File: src/rtl/cs_accum.sv
// Accumulator that sequences one command at a time through an external 12-bit adder.
// Define ACC_SATURATE_EN to clamp on add overflow or sub underflow instead of wrapping.
module cs_accum (
  input  logic        i_clk,
  input  logic        i_rst_n,
  input  logic        i_valid,
  output logic        o_ready,
  input  logic [1:0]  i_op,
  input  logic [11:0] i_data,
  output logic [11:0] o_add_a,
  output logic [11:0] o_add_b,
  output logic        o_add_cin,
  input  logic [11:0] i_add_sum,
  input  logic        i_add_cout,
  output logic        o_res_valid,
  input  logic        i_res_ready,
  output logic [11:0] o_acc,
  output logic        o_ovf
);

  typedef enum logic [1:0] {StIdle, StExec, StDone} state_e;
  typedef enum logic [1:0] {OpAdd = 2'b00, OpSub = 2'b01, OpLoad = 2'b10, OpClr = 2'b11} op_e;

  state_e      state_q, state_d;
  op_e         op_q;
  logic [11:0] data_q;
  logic [11:0] acc_q, acc_d;
  logic        ovf_q, ovf_d;
  logic        accept;
  logic        range_err;

  assign accept = i_valid && (state_q == StIdle);

  // State register
  always_ff @(posedge i_clk or negedge i_rst_n) begin
    if (!i_rst_n) begin
      state_q <= StIdle;
    end else begin
      state_q <= state_d;
    end
  end

  // Next-state logic
  always_comb begin
    state_d = state_q;
    unique case (state_q)
      StIdle:  if (accept) state_d = StExec;
      StExec:  state_d = StDone;
      StDone:  if (i_res_ready) state_d = StIdle;
      default: state_d = StIdle;
    endcase
  end

  // FSM and adder-interface outputs; adder inputs come only from registers
  always_comb begin
    o_ready     = (state_q == StIdle);
    o_res_valid = (state_q == StDone);
    o_add_a     = '0;
    o_add_b     = '0;
    o_add_cin   = 1'b0;
    if (state_q == StExec) begin
      o_add_a = acc_q;
      unique case (op_q)
        OpAdd:   o_add_b = data_q;
        OpSub: begin
          o_add_b   = ~data_q;
          o_add_cin = 1'b1;
        end
        default: o_add_b = '0;
      endcase
    end
  end

  // Accumulator and sticky flag update, applied only at the end of EXEC
  always_comb begin
    acc_d     = acc_q;
    ovf_d     = ovf_q;
    range_err = 1'b0;
    if (state_q == StExec) begin
      unique case (op_q)
        OpAdd: begin
          range_err = i_add_cout;
          acc_d     = i_add_sum;
`ifdef ACC_SATURATE_EN
          if (range_err) acc_d = 12'hFFF;
`endif
        end
        OpSub: begin
          // a + ~b + 1 carries out exactly when a >= b, so no carry means underflow
          range_err = ~i_add_cout;
          acc_d     = i_add_sum;
`ifdef ACC_SATURATE_EN
          if (range_err) acc_d = 12'h000;
`endif
        end
        OpLoad: acc_d = data_q;
        OpClr: begin
          acc_d = '0;
          ovf_d = 1'b0;
        end
        default: acc_d = acc_q;
      endcase
      if (range_err) ovf_d = 1'b1;
    end
  end

  always_ff @(posedge i_clk or negedge i_rst_n) begin
    if (!i_rst_n) begin
      op_q   <= OpAdd;
      data_q <= '0;
      acc_q  <= '0;
      ovf_q  <= 1'b0;
    end else begin
      if (accept) begin
        op_q   <= op_e'(i_op);
        data_q <= i_data;
      end
      acc_q <= acc_d;
      ovf_q <= ovf_d;
    end
  end

  assign o_acc = acc_q;
  assign o_ovf = ovf_q;

endmodule

File: config.mk
export PLATFORM = sky130hd
export DESIGN_NAME = cs_accum
export DESIGN_NICKNAME = d
export VERILOG_FILES = /design/src/rtl/cs_accum.sv
export SDC_FILE = /design/constraint.sdc
export NUM_CORES = 1
export LEC_CHECK = 0
export ABC_AREA = 1
export BUFFER_PORTS_ARGS = -buffer_cell sky130_fd_sc_hd__buf_2
export CORE_MARGIN = 5
export CORE_UTILIZATION = 51
export DETAILED_ROUTE_END_ITERATION = 8
export PLACE_DENSITY_LB_ADDON = 0.15
export SLEW_MARGIN = 20
export SYNTH_ARGS = -nofsm -noshare
export SYNTH_HDL_FRONTEND = slang
export SYNTH_SLANG_ARGS = --single-unit
File: constraint.sdc
create_clock -name i_clk -period 2.75 [get_ports i_clk]
set_clock_uncertainty 0.15 [all_clocks]
set_input_delay 0.1375 -clock i_clk [delete_from_list [all_inputs] [get_ports i_clk]]
set_output_delay 0.1375 -clock i_clk [all_outputs]
set_load 0.03 [all_outputs]
==> run summary, run 1 <==
==================================================================================================
Status                                                                                finished clean
Number of design-rule violations left by the first detailed-router iteration                    69
Global routing usage summed across all routing layers                                        21.8%
Number of antenna violations at the first check in global routing                                0
WHS                                                                                      0.0509 ns
DIE AREA                                                                               0.00448 mm2
Peak supply drop                                                                          0.633 mV
Ratio of total power to cell area                                                      1100 mW/mm2
Clock tree from TritonCTS                                                                      yes
Register bit total from synthesis                                                               29
Setup repair after global routing missed its margin                                             no
Dpl cell area                                                                          0.00197 mm2
Remaining antenna violation count                                                                0
Clock transition time at the flip-flop clock pins of the worst setup and hold paths        0.09 ns
Total number of vias                                                                         1,750
Post-Synthesis Cell Area                                                               0.00165 mm2
Fin Setup TNS                                                                                 0 ns
Post-detailed-routing wire length                                                          4320 um
Kind of start point of the critical path                                                  register
Worst skew pair latency                                                                    0.32 ns
Final period util                                                                            76.6%
Most frequent cells in the layout                                                     nand2_1 (130), buf_2 (70), nor2_1 (38), dfrtp_1 (29), dlygate4sd3_1 (29)
DRC violations left                                                                              0
Max Slew Vio Count                                                                               0
Post-synthesis net count                                                                       279
Number of warning messages in the yosys log                                                      0
Critical path fanouts, max                                                                      15
Die width                                                                                  66.9 um
Number of optimization iterations in the first detailed-route pass                               4
HPWL Detailed                                                                              2880 um
Number of distinct standard cells referenced by the synthesized netlist                         15
Crit path required time                                                                    2.46 ns
Wirelength per Cell                                                                        11.1 um
Critical path class                                                                     reg -> out
Final Wtd Congestion                                                                         0.801
Leakage power                                                                              1.38 nW
H-tree depth                                                                                     2
Filler Cell Count                                                                              262
CTS buffer count                                                                                 5
Leading cell type in the layout, fill and taps excluded                                    nand2_1
Max transition margin                                                                        58.4%
Number of placement rows                                                                        20
Starting density of the core                                                                 53.7%
Sequential area share after synthesis                                                        43.9%
Setup-violating endpoint count in the final report                                               0
Clock Sink Count                                                                                29
Core ar.                                                                               0.00308 mm2
Worst min-delay path class                                                               in -> reg
Nets@finish                                                                                    374
Inst Count DP                                                                                  351
Count of endpoints failing hold in the final timing report                                       0
Number of primary I/O pins                                                                      71
Post-CTS setup-driven buffer insertion count                                                     0
Combined area of the multi-input logic cells                                               752 um2
Area growth from synthesis to layout                                                         40.8%
Gate count of the mapped netlist                                                               248
Root Buffer Master                                                                        clkbuf_4
CP arrival                                                                                 1.82 ns
Number of input and output port buffers inserted                                                70
Footprint of the flip-flops and latches                                                    726 um2
Number of max-cap violations                                                                     0
Average size of a mapped cell                                                             6.66 um2
Slew @ Worst Pin                                                                          0.624 ns
Remaining Overflow, GRT                                                                          0
Time the worst path needs with I/O delays and setup                                        2.11 ns
Wire length of the first global-routing pass                                               7210 um
Maximum buffer depth of the clock tree                                                           2
Final std cell area, no fill                                                           0.00233 mm2
Layout cells sized above 1                                                                   25.3%
Endpoint class of the critical path                                                     output pin
Post-cts repair resize count                                                                     0
Max Clock Freq                                                                           0.475 GHz
Pin count of the biggest net entering global routing                                            30
Number of standard cells in the final layout excluding fillers                                 388
Die span in y                                                                              66.9 um
Number of vias per cell                                                                       4.51
Total inserted antenna cells                                                                     0
Core occupancy in the finished layout                                                        75.6%
Via count of the first global-routing pass                                                   1,586
==================================================================================================
## flip-flops by register name, indices dropped and copies added (netlist names)
signal and flops:
data_q 12, o_acc 12, op_q 2, state_q 2, o_ovf 1
## Yosys cell counts
cell / n / area, um2
buf_6: 5 / 56.3
inv_2: 2 / 7.51
inv_4: 1 / 6.26
dfrtp_1: 29 / 726
o21ai_0: 2 / 10.0
buf_4: 2 / 15.0
nand2_2: 2 / 12.5
buf_2: 4 / 20.0
nand2_4: 2 / 22.5
nor2_1: 38 / 143
clkinv_4: 1 / 8.76
nand3_1: 13 / 65.1
nor2_4: 1 / 11.3
inv_1: 16 / 60.1
nand2_1: 130 / 488
## kinds of logic (layout without fill, tap and decap cells)
logic type             count (synthesis)  after routing  synth area share [%]
AND/OR/NAND/NOR                      186            186                  44.9
AO/OA/AOI/OAI                          2              2                 0.606
buffers and inverters                 31            127                  10.5
flip-flops                            29             29                  43.9
## worst max-delay path, cell delays in order, from the launching register on
cell and delay (ns):
dfrtp_1 0.54, inv_2 0.26, nand2_2 0.21, nand2_1 0.12, nand2_1 0.05, nor2_1 0.10, buf_2 0.21
## worst paths after layout
path,startpoint,to,slack [ns],depth (start not counted)
min in group asynchronous,i_rst_n,data_q[1],0.20,2
worst min register to register,o_acc[10],o_acc[10],0.36,2
worst min-delay path,i_valid,data_q[2],0.05,4
max in group asynchronous,i_rst_n,data_q[10],1.83,2
worst max-delay path,op_q[1],o_add_b[5],0.64,6
worst max register to register,op_q[1],o_ovf,1.21,5
## through the flow
step	worst slack [ns]	power (mW)
floorplan	1.23	1.95
global placement	1.05	2.21
detailed placement	1.01	2.23
CTS	0.633	2.56
global route	0.417	2.80
finish	0.643	2.55
## layout make-up
| cell class | instances | area share (%) |
|---|---|---|
| Multi-Input combinational cell | 188 | 32.3 |
| Sequential cell | 29 | 31.2 |
| Timing Repair Buffer | 99 | 27.5 |
| Inverter | 20 | 3.55 |
| Clock buffer | 7 | 2.80 |
| Tap cell | 44 | 2.37 |
| Clock inverter | 1 | 0.215 |
## where the power goes
group / internal (mW) / total [mW] / switching, mW
Combinational: 0.430 / 1.43 / 0.995
Clock: 0.148 / 0.289 / 0.141
Sequential: 0.623 / 0.835 / 0.213
Total: 1.20 / 2.55 / 1.35
## layer usage
layer	share of wire, %	track usage (%)	wire [um]
met1	43	28.6	1850
met3	8.0	6.91	345
met2	47	33.4	2050
met5	0	0	0
met4	1.8	8.35	77
## what timing repair did
item / CTS / global route
endpoints found under the setup margin: 0 / 0
hold endpoints to repair: 57 / 0
hold buffers: 29 / 0
Power figures use the tool's default switching activity.
==> run 2, diff against run 1 <==
--- a/config.mk
+++ b/config.mk
@@ -5,10 +5,10 @@
 export SDC_FILE = /design/constraint.sdc
 export NUM_CORES = 1
 export LEC_CHECK = 0
-export ABC_AREA = 1
+export ABC_AREA = 0
 export BUFFER_PORTS_ARGS = -buffer_cell sky130_fd_sc_hd__buf_2
 export CORE_MARGIN = 5
-export CORE_UTILIZATION = 51
+export CORE_UTILIZATION = 46
 export DETAILED_ROUTE_END_ITERATION = 8
 export PLACE_DENSITY_LB_ADDON = 0.15
 export SLEW_MARGIN = 20
==> constraint.sdc (replaced) <==
create_clock -name i_clk -period 2.1 [get_ports i_clk]
set_clock_uncertainty 0.15 [all_clocks]
set_input_delay 0.105 -clock i_clk [delete_from_list [all_inputs] [get_ports i_clk]]
set_output_delay 0.105 -clock i_clk [all_outputs]
set_load 0.03 [all_outputs]
==> run 2 against run 1 <==
Count of clock-buffer cells in the layout stayed put. First-iteration DRC count fell by 17%. Flip-flop and latch count did not move. Largest cell class unchanged. Highest routed layer unchanged.
==> run summary, run 2 <==
=====================================================================================================
Status                                                                                   finished clean
Cells on worst reg2reg path                                                                         3
Sequential area share after synthesis                                                           47.1%
Maximum buffer depth of the clock tree                                                              2
Post-synthesis compound-gate area fraction                                                      8.04%
Gate count of the mapped netlist                                                                  154
Clock tree from TritonCTS                                                                         yes
Max Clock Freq                                                                              0.532 GHz
Number of warning messages in the yosys log                                                         0
Peak supply drop                                                                             0.776 mV
Pin count of the biggest net entering global routing                                               30
Layout cells sized above 1                                                                      39.4%
Global routing usage summed across all routing layers                                           18.9%
Number of placement rows                                                                           21
Most frequent cells in the layout                                                        buf_2 (70), nor2_1 (40), dfrtp_1 (28), dlygate4sd3_1 (27)
Via count of the first global-routing pass                                                      1,378
Max Slew Vio Count                                                                                  0
Dpl cell area                                                                             0.00189 mm2
Crit path required time                                                                       1.85 ns
Post-synthesis share of cell area spent on and, or, nand and nor gates                          22.5%
Number of cells traversed by the worst hold path                                                    4
Kind of start point of the critical path                                                     register
Total number of vias                                                                            1,372
Parity-gate share of the synthesized area counting xor and xnor cells                           6.82%
Root Buffer Master                                                                           clkbuf_4
Final Wtd Congestion                                                                            0.721
Share of Yosys cell area claimed by the top area cell type                                      47.1%
DRC violations left                                                                                 0
Core ar.                                                                                  0.00328 mm2
Time the worst path needs with I/O delays and setup                                           1.88 ns
Post-Synthesis Cell Area                                                                  0.00154 mm2
Synth top cells by count                                                                 nor2_1 (40), dfrtp_1 (29), mux2_2 (14), nor2b_1 (14)
Critical path, cell by cell                                                              or3b_4 -> nor2_1 -> buf_2
Starting density of the core                                                                    46.9%
Worst min-delay path class                                                                  in -> reg
Setup-violating endpoint count in the final report                                                  0
Count of endpoints failing hold in the final timing report                                          0
Leading cell type in the layout, fill and taps excluded                                         buf_2
Final period util                                                                               89.6%
Max transition margin                                                                           57.8%
Most used flip-flop cell after synthesis                                                      dfrtp_1
Number of primary I/O pins                                                                         71
Met2 Use GR                                                                                     31.3%
Proportion of synthesized flip-flops having asynchronous set or reset                            100%
Remaining Overflow, GRT                                                                             0
Endpoint class of the critical path                                                        output pin
Fin Setup TNS                                                                                    0 ns
Number of antenna violations at the first check in global routing                                   0
Die width                                                                                     67.9 um
Remaining antenna violation count                                                                   0
Setup repair after global routing missed its margin                                                no
Leakage power                                                                                 1.06 nW
Final std cell area, no fill                                                              0.00223 mm2
Total inserted antenna cells                                                                        0
Post-synthesis share of cell area spent on full adders, half adders and majority gates             0%
Number of design-rule violations left by the first detailed-router iteration                       57
H-tree depth                                                                                        2
Wirelength per Cell                                                                           13.3 um
Slowest cell delay on critical path                                                           0.50 ns
Sum of internal, switching and leakage power                                                  3.48 mW
Critical path buffers and inverters                                                                 1
Post-synth EDFFs                                                                                    0
Slew @ Worst Pin                                                                             0.634 ns
Peak-usage layer in the global routing report                                                    met2
Number of optimization iterations in the first detailed-route pass                                  4
CP arrival                                                                                    1.63 ns
Die span in y                                                                                 67.9 um
Critical path fanouts, max                                                                         14
Area growth from synthesis to layout                                                            44.9%
Core occupancy in the finished layout                                                           68.0%
DIE AREA                                                                                  0.00461 mm2
Number of vias per cell                                                                          4.65
Wire length of the first global-routing pass                                                  6420 um
Average size of a mapped cell                                                                10.0 um2
Cell type of the slowest stage on the worst timing path                                        or3b_4
Worst skew pair latency                                                                       0.33 ns
Ratio of total power to cell area                                                         1560 mW/mm2
Met3 capacity usage during global routing                                                       6.57%
Clock transition time at the flip-flop clock pins of the worst setup and hold paths           0.09 ns
CTS buffer count                                                                                    5
Nets@finish                                                                                       279
Main area contributors after synthesis                                                   dfrtp_1 (47%), mux2_2 (10%), nor2_1 (9.7%)
Post-synthesis net count                                                                          185
Number of max-cap violations                                                                        0
Number of input and output port buffers inserted                                                   70
Largest delay contributor family on the critical path                                    simple AND/OR/NAND/NOR gates
Most frequent cell after synthesis                                                             nor2_1
Largest family of logic cells by synthesized area                                        simple AND/OR/NAND/NOR gates
Register bit total from synthesis                                                                  29
Biggest area consumer among synthesized cells                                                 dfrtp_1
Stages on the worst setup path                                                                      3
Post-detailed-routing wire length                                                             3940 um
Global routing usage on met1                                                                    23.0%
Number of distinct standard cells referenced by the synthesized netlist                            18
Critical path class                                                                        reg -> out
Fraction of synthesized area in multiplexers                                                    10.2%
Clock Sink Count                                                                                   29
=====================================================================================================
run 2: cell types whose count changed after synthesis, sizes merged, moves of 13 or more:
cell	delta
mux2	+14
nand3	-13
nor2b	+14
inv	-17
nand2	-134
and2	+13
run 2: tightest hold or removal path, stage by stage:
cell and delay (ns):
buf_2 0.07, nor2b_1 0.11, a311oi_1 0.05, nor2_1 0.10
run 2: routing by layer:
metal  share of wire (%)  routed length [um]  vias to the layer above
met4                 1.2                  48                        0
met5                   0                   0                        -
met3                 6.9                 271                        6
met1                  43                1670                      622
met2                  49                1940                       46
li1                    -                   -                      698
run 2: cell families after synthesis:
| kind of cell | after synthesis |
|---|---|
| compound gates | 15 |
| flops | 29 |
| xor+xnor | 12 |
| simple gates | 70 |
| mux | 14 |
| buf+inv | 14 |
run 2: worst paths after layout:
kind	from	endpoint	slack, ns
min	i_add_sum[1]	o_acc[1]	0.006
max	state_q[1]	o_add_b[3]	0.22
max reg2reg	op_q[0]	o_acc[4]	0.50
max in group asynchronous	i_rst_n	op_q[0]	1.18
min reg2reg	o_ovf	o_ovf	0.38
min in group asynchronous	i_rst_n	state_q[1]	0.18
run 2: stage by stage:
step / instances / hold WS (ns) / setup WS, ns
3_5_place_dp: 260 / 0.0143 / 0.253
2_1_floorplan: 154 / -0.341 / 0.196
6_report: 295 / 0.00630 / 0.219
5_1_grt: 295 / 0.0357 / 0.108
3_3_place_gp: 260 / 0.00490 / 0.337
4_1_cts: 295 / 0.00276 / 0.0681
run 2: power by group:
part           total (mW)  leakage, nW  switching [mW]  internal (mW)
clock network       0.388       0.0413           0.194          0.194
logic                1.94        0.686            1.18          0.766
registers            1.15        0.336           0.308          0.845
total                3.48         1.06            1.68           1.80
run 2: what timing repair did:
| action | CTS | global route |
|---|---|---|
| endpoints found under the setup margin | 1 | 4 |
| buffers inserted | 0 | 0 |
| hold endpoints to repair | 55 | 0 |
| resized for setup | 1 | 1 |
| hold buffers | 27 | 0 |
run 2: area by class of cell:
class,instances,area (um2)
Fill cell,269,1050
Timing Repair Buffer,99,636
Tap cell,46,57.6
Clock buffer,7,65.1
Clock inverter,1,5.00
Sequential cell,29,727
Inverter,2,7.51
Multi-Input combinational cell,111,736
==> run 3, diff against run 2 <==
==> constraint.sdc (replaced) <==
create_clock -name i_clk -period 2 [get_ports i_clk]
set_clock_uncertainty 0.15 [all_clocks]
set_input_delay 0.4 -clock i_clk [delete_from_list [all_inputs] [get_ports i_clk]]
set_output_delay 0.4 -clock i_clk [all_outputs]
set_load 0.03 [all_outputs]
==> run 3 against run 2 <==
The flow now finishes with violations (negative setup slack). Design area is 5.8% lower. Non-clock buffer count is 21 lower. Clock power is 17% lower. Combinational power is 16% higher. Core utilization is 3.9 points lower. Setup slack worse by 0.26 ns. Total power is 7.7% higher. Die area stayed put. Cell count is 6.8% lower. Hold slack better by 0.14 ns. Highest routed layer unchanged.
==> run summary, run 3 (synthesis gave the netlist of run 2 again) <==
==================================================================================================
Number of primary I/O pins                                                                      71
Leakage power                                                                             0.976 nW
Remaining Overflow, GRT                                                                          0
Dpl cell area                                                                          0.00190 mm2
Number of antenna violations at the first check in global routing                                0
Slew @ Worst Pin                                                                          0.639 ns
Violations in the final reports                                                       negative setup slack
CTS buffer count                                                                                 5
Inst Count DP                                                                                  262
Layout cells sized above 1                                                                   47.2%
Count of endpoints failing hold in the final timing report                                       0
Number of optimization iterations in the first detailed-route pass                               4
Area growth from synthesis to layout                                                         36.5%
Ratio of total power to cell area                                                      1780 mW/mm2
CP arrival                                                                                 1.49 ns
Total number of vias                                                                         1,335
Number of input and output port buffers inserted                                                70
Max Clock Freq                                                                           0.489 GHz
Endpoint class of the critical path                                                     output pin
Number of max-cap violations                                                                     0
Most frequent cells in the layout                                                     buf_2 (46), nor2_1 (34), dfrtp_1 (28), buf_4 (24), mux2_2 (14)
Worst min-delay path class                                                               in -> reg
PnR worst setup slack                                                                   -0.0431 ns
Root Buffer Master                                                                        clkbuf_4
Clock tree from TritonCTS                                                                      yes
Number of design-rule violations left by the first detailed-router iteration                    39
Starting density of the core                                                                 46.9%
Pin count of the biggest net entering global routing                                            30
Core ar.                                                                               0.00328 mm2
Total inserted antenna cells                                                                     0
Peak supply drop                                                                          0.774 mV
Wirelength per Cell                                                                        13.5 um
Status                                                                                finished, violations left
Number of standard cells in the final layout excluding fillers                                 275
Wire length of the first global-routing pass                                               5880 um
Final Wtd Congestion                                                                         0.718
Critical path class                                                                     reg -> out
HPWL Detailed                                                                              2740 um
DRC violations left                                                                              0
Number of vias per cell                                                                       4.85
Final std cell area, no fill                                                           0.00210 mm2
Die width                                                                                  67.9 um
Kind of start point of the critical path                                                  register
Remaining antenna violation count                                                                0
Setup-violating endpoint count in the final report                                              11
Setup repair after global routing missed its margin                                            yes
Worst skew pair latency                                                                    0.31 ns
H-tree depth                                                                                     2
Number of placement rows                                                                        21
Die span in y                                                                              67.9 um
Maximum buffer depth of the clock tree                                                           2
Clock Sink Count                                                                                29
Crit path required time                                                                    1.45 ns
Max transition margin                                                                        57.4%
Leading cell type in the layout, fill and taps excluded                                      buf_2
Via count of the first global-routing pass                                                   1,293
Final period util                                                                             102%
DIE AREA                                                                               0.00461 mm2
Max Slew Vio Count                                                                               0
Clock transition time at the flip-flop clock pins of the worst setup and hold paths        0.09 ns
Global routing usage summed across all routing layers                                        17.3%
Critical path fanouts, max                                                                       7
Post-detailed-routing wire length                                                          3710 um
Nets@finish                                                                                    259
Time the worst path needs with I/O delays and setup                                        2.04 ns
==================================================================================================
-- run 3: per-stage QoR --
step / setup slack, ns / hold slack, ns / utilization, % / setup TNS [ns] / total power, mW
global placement: 0.101 / 0.300 / 58.0 / 0 / 3.18
finish: -0.0431 / 0.149 / 64.1 / -0.257 / 3.75
floorplan: -0.0551 / -0.0456 / - / -0.537 / 2.74
global route: -0.109 / 0.127 / 64.1 / -1.25 / 4.03
CTS: -0.0489 / 0.129 / 62.9 / -0.396 / 3.74
detailed placement: 0.0566 / 0.306 / 58.0 / 0 / 3.25
-- run 3: final timing paths --
path	startpoint	endpoint	slack [ns]	depth (start not counted)
min	i_res_ready	state_q[1]	0.15	2
max	state_q[1]	o_add_b[2]	-0.04	3
min reg2reg	o_acc[9]	o_acc[9]	0.38	2
min in group asynchronous	i_rst_n	o_ovf	0.49	2
max reg2reg	state_q[1]	data_q[4]	0.38	4
max in group asynchronous	i_rst_n	op_q[0]	0.76	2
-- run 3: area by class of cell --
class / instances / area (um2)
fillers: 294 / 1180
multi-input cells: 112 / 764
flip-flops and latches: 29 / 727
repair buffers: 78 / 499
well taps: 46 / 57.6
clock buffers: 8 / 48.8
inverters: 2 / 7.51
-- run 3: worst max-delay path, cell delays in order, from the launching register on --
cell and delay (ns):
dfrtp_1 0.43, or3b_4 0.44, nor2_2 0.16, buf_6 0.15
-- run 3: where the power goes --
group / switching [mW] / internal [mW] / total, mW
sequential: 0.280 / 0.888 / 1.17
clock: 0.181 / 0.140 / 0.321
combinational: 1.33 / 0.939 / 2.26
total: 1.79 / 1.97 / 3.75
-- run 3: timing repair --
action	in CTS	in global routing
hold buffers	1	0
endpoints found under the hold margin	29	0
pin swaps	6	0
setup buffers	1	1
gates cloned	1	1
endpoints found under the setup margin	25	25
resized for setup	33	9
-- run 3: layer usage --
layer  share of wire, %  global-route usage [%]
met1                 41                    20.2
met2                 51                    29.5
met3                7.4                    6.90
met4               0.97                    4.71
met5                  0                       0
